==> config.mk <==
export PLATFORM = sky130hd
export DESIGN_NAME = time_overlay
export DESIGN_NICKNAME = d
export VERILOG_FILES = /design/src/rtl/time_overlay.sv
export SDC_FILE = /design/constraint.sdc
export NUM_CORES = 1
export LEC_CHECK = 0
export CAP_MARGIN = 20
export CORE_ASPECT_RATIO = 1.25
export CORE_UTILIZATION = 48
export DETAILED_ROUTE_END_ITERATION = 16
export HOLD_SLACK_MARGIN = 0.03
export PLACE_DENSITY_LB_ADDON = 0.08
export SYNTH_ARGS = -nofsm -noshare
export SYNTH_HDL_FRONTEND = slang
export SYNTH_SLANG_ARGS = --single-unit
==> constraint.sdc <==
create_clock -name clk -period 5.5 [get_ports clk]
set_clock_uncertainty 0.2 [all_clocks]
set_input_delay 0.55 -clock clk [delete_from_list [all_inputs] [get_ports clk]]
set_output_delay 0.55 -clock clk [all_outputs]
set_load 0.02 [all_outputs]
==> src/rtl/time_overlay.sv <==
// time_overlay: renders an hh:mm:ss overlay into an image memory.
// Glyph rows are fetched from a character ROM and written pixel by pixel.
module time_overlay #(
    parameter int unsigned ORG_X    = 76,
    parameter int unsigned ORG_Y    = 116,
    parameter logic [23:0] FG_COLOR = 24'hFFFFFF
) (
    input  logic        clk,
    input  logic        reset,
    input  logic        start,
    input  logic [7:0]  hour_bcd,
    input  logic [7:0]  min_bcd,
    input  logic [7:0]  sec_bcd,
    input  logic [19:0] fb_base,
    output logic        busy,
    output logic        done,
    output logic [19:0] IM_A,
    output logic [23:0] IM_D,
    output logic        IM_WEN,
    output logic [8:0]  CR_A,
    input  logic [12:0] CR_Q
);

    localparam int unsigned GLYPH_W    = 13;
    localparam int unsigned GLYPH_H    = 24;
    localparam int unsigned NUM_CHARS  = 8;
    localparam int unsigned FB_STRIDE  = 256;
    localparam int unsigned COLON_CODE = 10;

    typedef enum logic [2:0] {
        S_IDLE,
        S_FETCH,
        S_LOAD,
        S_PIX,
        S_DONE
    } state_e;

    state_e      state_q, state_d;
    logic [7:0]  hour_q, hour_d, min_q, min_d, sec_q, sec_d;
    logic [19:0] base_q, base_d;
    logic [2:0]  k_q, k_d;
    logic [4:0]  r_q, r_d;
    logic [3:0]  c_q, c_d;
    logic [12:0] row_q, row_d;
    logic        busy_q, busy_d, done_q, done_d, im_wen_q, im_wen_d;
    logic [19:0] im_a_q, im_a_d;
    logic [23:0] im_d_q, im_d_d;
    logic [8:0]  cr_a_q, cr_a_d;

    logic [4:0]  sel_next, sel_cur;
    logic [3:0]  code_next;
    logic        blank_cur;
    logic [3:0]  bit_idx;
    logic        pix_bit;

    // Character k as {is_colon, bcd nibble} in h1 h0 : m1 m0 : s1 s0 order
    function automatic logic [4:0] char_sel(input logic [2:0] k, input logic [7:0] h,
                                            input logic [7:0] m, input logic [7:0] s);
        logic [4:0] res;
        case (k)
            3'd0:    res = {1'b0, h[7:4]};
            3'd1:    res = {1'b0, h[3:0]};
            3'd3:    res = {1'b0, m[7:4]};
            3'd4:    res = {1'b0, m[3:0]};
            3'd6:    res = {1'b0, s[7:4]};
            3'd7:    res = {1'b0, s[3:0]};
            default: res = {1'b1, 4'd0};
        endcase
        return res;
    endfunction

    // State register and registered outputs
    always_ff @(posedge clk or negedge reset) begin
        if (!reset) begin
            state_q  <= S_IDLE;
            hour_q   <= '0;
            min_q    <= '0;
            sec_q    <= '0;
            base_q   <= '0;
            k_q      <= '0;
            r_q      <= '0;
            c_q      <= '0;
            row_q    <= '0;
            busy_q   <= 1'b0;
            done_q   <= 1'b0;
            im_wen_q <= 1'b1;
            im_a_q   <= '0;
            im_d_q   <= '0;
            cr_a_q   <= '0;
        end else begin
            state_q  <= state_d;
            hour_q   <= hour_d;
            min_q    <= min_d;
            sec_q    <= sec_d;
            base_q   <= base_d;
            k_q      <= k_d;
            r_q      <= r_d;
            c_q      <= c_d;
            row_q    <= row_d;
            busy_q   <= busy_d;
            done_q   <= done_d;
            im_wen_q <= im_wen_d;
            im_a_q   <= im_a_d;
            im_d_q   <= im_d_d;
            cr_a_q   <= cr_a_d;
        end
    end

    // Next-state sequencing; outputs are derived from the next state so they align with it
    always_comb begin
        state_d = state_q;
        hour_d  = hour_q;
        min_d   = min_q;
        sec_d   = sec_q;
        base_d  = base_q;
        k_d     = k_q;
        r_d     = r_q;
        c_d     = c_q;
        row_d   = row_q;

        sel_cur   = char_sel(k_q, hour_q, min_q, sec_q);
        blank_cur = !sel_cur[4] && (sel_cur[3:0] > 4'd9);

        case (state_q)
            S_IDLE: begin
                if (start) begin
                    hour_d  = hour_bcd;
                    min_d   = min_bcd;
                    sec_d   = sec_bcd;
                    base_d  = fb_base;
                    k_d     = '0;
                    r_d     = '0;
                    c_d     = '0;
                    state_d = S_FETCH;
                end
            end
            S_FETCH: state_d = S_LOAD;
            S_LOAD: begin
                row_d   = blank_cur ? 13'd0 : CR_Q;
                c_d     = '0;
                state_d = S_PIX;
            end
            S_PIX: begin
                if (c_q == 4'(GLYPH_W - 1)) begin
                    c_d = '0;
                    if (r_q == 5'(GLYPH_H - 1)) begin
                        r_d = '0;
                        if (k_q == 3'(NUM_CHARS - 1)) begin
                            state_d = S_DONE;
                        end else begin
                            k_d     = 3'(k_q + 3'd1);
                            state_d = S_FETCH;
                        end
                    end else begin
                        r_d     = 5'(r_q + 5'd1);
                        state_d = S_FETCH;
                    end
                end else begin
                    c_d = 4'(c_q + 4'd1);
                end
            end
            S_DONE:  state_d = S_IDLE;
            default: state_d = S_IDLE;
        endcase

        sel_next  = char_sel(k_d, hour_d, min_d, sec_d);
        code_next = sel_next[4] ? 4'(COLON_CODE) : sel_next[3:0];
        cr_a_d    = 9'(9'(code_next) * 9'(GLYPH_H) + 9'(r_d));

        bit_idx  = 4'(4'(GLYPH_W - 1) - c_d);
        pix_bit  = row_d[bit_idx];
        im_wen_d = !((state_d == S_PIX) && pix_bit);
        im_a_d   = 20'(32'(base_d) + (ORG_Y + 32'(r_d)) * FB_STRIDE + ORG_X
                       + GLYPH_W * 32'(k_d) + 32'(c_d));
        im_d_d   = im_wen_d ? 24'd0 : FG_COLOR;
        busy_d   = (state_d != S_IDLE);
        done_d   = (state_d == S_DONE);
    end

    assign busy   = busy_q;
    assign done   = done_q;
    assign IM_WEN = im_wen_q;
    assign IM_A   = im_a_q;
    assign IM_D   = im_d_q;
    assign CR_A   = cr_a_q;

endmodule

==> out/summary.json <==
{
  "timing": {
    "maximum_clock_frequency_ghz": 0.191,
    "slew_headroom_pct": 42.8,
    "finalCriticalPeriod_ns": 5.25,
    "hold_ws_ns": 0.0980,
    "layout_worst_path_cycle_share_pct": 95.4,
    "setup_viol": 0,
    "fin_setup_tns_ns": 0,
    "worst_pin_slew_ns": 0.847,
    "slew_viol_final": 0,
    "rsz0062_at_grt": "no",
    "final-hold-violation-count": 0
  },
  "yosys": {
    "yosys.area_share.adder_pct": 14.9,
    "synth_ff_type": "sky130_fd_sc_hd__dfrtp_1",
    "yosys_warnings": 0,
    "post_synth_inst_count": 629,
    "ys_top_cells_by_area": "sky130_fd_sc_hd__dfrtp_1, sky130_fd_sc_hd__ha_1, sky130_fd_sc_hd__nand2_1",
    "synthesized_area_fraction_occupied_by_and_or_nand_nor_cells_pct": 15.6,
    "yosysTopAreaCellShare_pct": 40.9,
    "post_synth_xor_area_fraction_pct": 3.12,
    "synth.cell_area_sq_mm": 0.00618,
    "synthesis.area_per_instance_sq_um": 9.83,
    "yosys-mux-area-fraction_pct": 3.36,
    "syn-num-nets": 757,
    "synth_cell_type_count": 72,
    "synth_top_family_by_area": "simple AND/OR/NAND/NOR gates",
    "async_flop_share_pct": 100,
    "synth_edf_count": 0,
    "synth.ff_latch_count": 102,
    "synth_largest_area_cell": "sky130_fd_sc_hd__dfrtp_1",
    "ys_seq_area_share_pct": 41.3,
    "synth-compound-area-share_pct": 14.4
  },
  "placed_design": {
    "gp_congestion": 0.832,
    "half_perimeter_wire_length_after_detailed_placement_um": 10600,
    "place.port_buffers": 115
  },
  "global_routing": {
    "gr-usage-all-layers_pct": 22.7,
    "gr-total-overflow": 0,
    "grt_start_max_net_pins": 66,
    "grt_antenna_before_repair": 0,
    "global_route_wire_length_before_repair_um": 23300,
    "via_count_of_the_first_global_routing_pass": 5024
  },
  "cells_and_area": {
    "layout-area-overhead-vs-synth_pct": 28.4,
    "fillers": 1057,
    "post_layout_nets": 878,
    "num_antenna_cells": 0,
    "layout_commonest_cell": "sky130_fd_sc_hd__nand2_1",
    "layout.cells.most_common_list": "sky130_fd_sc_hd__nand2_1, sky130_fd_sc_hd__clkdlybuf4s50_1, sky130_fd_sc_hd__dfrtp_1, sky130_fd_sc_hd__ha_1, sky130_fd_sc_hd__buf_4",
    "layout-drive-gt1-share_pct": 12.3
  },
  "setup_path": {
    "worst_setup_path_end_kind": "register",
    "critical_path_peak_fanout": 5,
    "timing.critical_path.required_ns": 5.56,
    "cp.arrival_ns": 5.30,
    "timing.critical_path.from_type": "register",
    "path_class": "register to register"
  },
  "die": {
    "initial_core_util_pct": 49.0,
    "die_height_um": 129,
    "chipWidth_um": 103,
    "top_level_port_count": 116,
    "core-area_sq_mm": 0.0126,
    "die-area_sq_mm": 0.0133,
    "row_count": 46
  },
  "detailed_routing": {
    "routed_wirelength_um": 14200,
    "viasPerCell": 5.30,
    "detail_route.iter0.violations": 139,
    "num_vias": 4893,
    "drt_first_pass_iters": 4,
    "ant_nets": 0,
    "detail_route.drc_violations": 0,
    "dr_wl_cell_um": 15.4
  },
  "hold_path": {
    "worstHoldPathType": "primary input to async pin"
  },
  "flow_run": {
    "drv_cap": 0
  },
  "clock_network": {
    "clock_tree.htree_level_count": 3,
    "cts_hold_repair.buffers": 0,
    "clkSlewWorstSetupHoldPaths_ns": 0.07,
    "clkLatencyLatePin_ns": 0.34,
    "numClockSinks": 102,
    "cts.path.max_buffers": 2,
    "cts_inserted_buffers": 9,
    "cts_root_buffer": "sky130_fd_sc_hd__clkbuf_16",
    "tritoncts": "yes"
  },
  "power_and_ir_drop": {
    "max-vdd-ir-drop_mv": 0.194,
    "cellPowerDensity_mw_per_mm2": 223,
    "post_route_total_power_mw": 1.77,
    "cellLeakagePower_nw": 3.81
  },
  "status": {
    "outcome": "complete, no violations"
  }
}
-- sequential cells by signal (all words and copies together) (netlist names) --
name,count
CR_A,9
IM_A,20
IM_D,1
IM_WEN,1
base_q,20
busy,1
c_q,4
done,1
hour_q,8
k_q,3
min_q,8
r_q,2
row_q,13
sec_q,8
state_q,3
-- Yosys cell counts, drive strengths merged (6+ instances only) --
library cell / number
nand2: 129
dfrtp: 101
ha: 59
inv: 40
buf: 33
a21oi: 23
o21ai: 23
nor2: 19
a22o: 16
xnor2: 16
clkbuf: 14
nand3: 13
fa: 9
a21o: 8
mux2i: 8
and3: 7
mux2: 7
nor3: 7
o21bai: 7
a31oi: 6
and2: 6
xor2: 6
-- power breakdown --
part | total (mW) | switching [mW] | leakage, nW | internal, mW
clock network | 0.656 | 0.288 | 0.145 | 0.368
logic | 0.304 | 0.148 | 2.44 | 0.156
registers | 0.812 | 0.0166 | 1.23 | 0.795
total | 1.77 | 0.453 | 3.81 | 1.32
-- metrics by stage --
step                std cells  utilization, %  setup WS, ns  cell area (sq um)
finish                    923            63.0         0.253               7940
global route              923            63.0       0.00168               7940
CTS                       919            62.3        0.0612               7860
detailed placement        903            59.8        -0.243               7540
global placement          903            59.8        -0.172               7540
floorplan                 629               -      0.000526               6220
-- worst max-delay path, cell delays in order, from the launching register on --
cell and delay (ns):
sky130_fd_sc_hd__dfrtp_1 0.42, sky130_fd_sc_hd__ha_1 0.21, sky130_fd_sc_hd__and2_1 0.22, sky130_fd_sc_hd__or4_4 0.54, sky130_fd_sc_hd__nand2_2 0.11, sky130_fd_sc_hd__buf_4 0.14
sky130_fd_sc_hd__inv_1 0.07, sky130_fd_sc_hd__fa_1 0.51, sky130_fd_sc_hd__inv_1 0.05, sky130_fd_sc_hd__ha_1 0.26, sky130_fd_sc_hd__inv_1 0.05, sky130_fd_sc_hd__fa_1 0.53
sky130_fd_sc_hd__inv_1 0.04, sky130_fd_sc_hd__ha_1 0.22, sky130_fd_sc_hd__fa_2 0.35, sky130_fd_sc_hd__a21oi_1 0.16, sky130_fd_sc_hd__nor2_1 0.05, sky130_fd_sc_hd__nor2_1 0.14
sky130_fd_sc_hd__o21bai_1 0.10, sky130_fd_sc_hd__a21oi_2 0.17, sky130_fd_sc_hd__o21a_1 0.17, sky130_fd_sc_hd__o21ai_2 0.09, sky130_fd_sc_hd__o211a_1 0.22, sky130_fd_sc_hd__a211oi_1 0.15
-- layer usage --
metal	up-vias	GRT usage, %	share of wire, %
li1	2406	-	-
met1	2359	27.1	43
met2	108	40.5	51
met3	20	4.13	3.8
met4	0	7.87	2.0
met5	-	0	0
-- cell families (layout without fill, tap and decap cells) --
logic type | count (synthesis) | count (layout)
buf+inv | 89 | 215
simple gates | 210 | 210
fa+ha+maj | 68 | 68
mux | 17 | 17
compound gates | 121 | 121
xor+xnor | 22 | 22
flops | 102 | 102
-- final timing paths --
| path | endpoint | slack [ns] | startpoint | depth (start not counted) |
|---|---|---|---|---|
| max | IM_A[18]$_DFF_PN0_ | 0.25 | k_q[1]$_DFF_PN0_ | 23 |
| min | row_q[0]$_DFF_PN0_ | 0.1 | reset | 1 |
| max reg2reg | IM_A[18]$_DFF_PN0_ | 0.25 | k_q[1]$_DFF_PN0_ | 23 |
| min reg2reg | min_q[4]$_DFF_PN0_ | 0.27 | min_q[4]$_DFF_PN0_ | 2 |
| max in group asynchronous | IM_WEN$_DFF_PN1_ | 3.99 | reset | 2 |
| min in group clk | min_q[4]$_DFF_PN0_ | 0.27 | min_q[4]$_DFF_PN0_ | 2 |
-- area by class of cell --
type | instances | area (sq um) | share of cell area, %
flip-flops and latches | 102 | 2550 | 32.2
inverters | 42 | 158 | 1.99
clock inverters | 6 | 67.6 | 0.851
well taps | 168 | 210 | 2.65
clock buffers | 10 | 239 | 3.01
repair buffers | 157 | 1460 | 18.4
multi-input cells | 438 | 3250 | 40.9
-- timing repair --
item                       in CTS  in global routing
setup endpoints to repair       1                  7
setup buffers                   0                  3
resized for setup               1                 13
pin swaps                       0                  2
No activity file was read; power rests on OpenSTA's default activity.
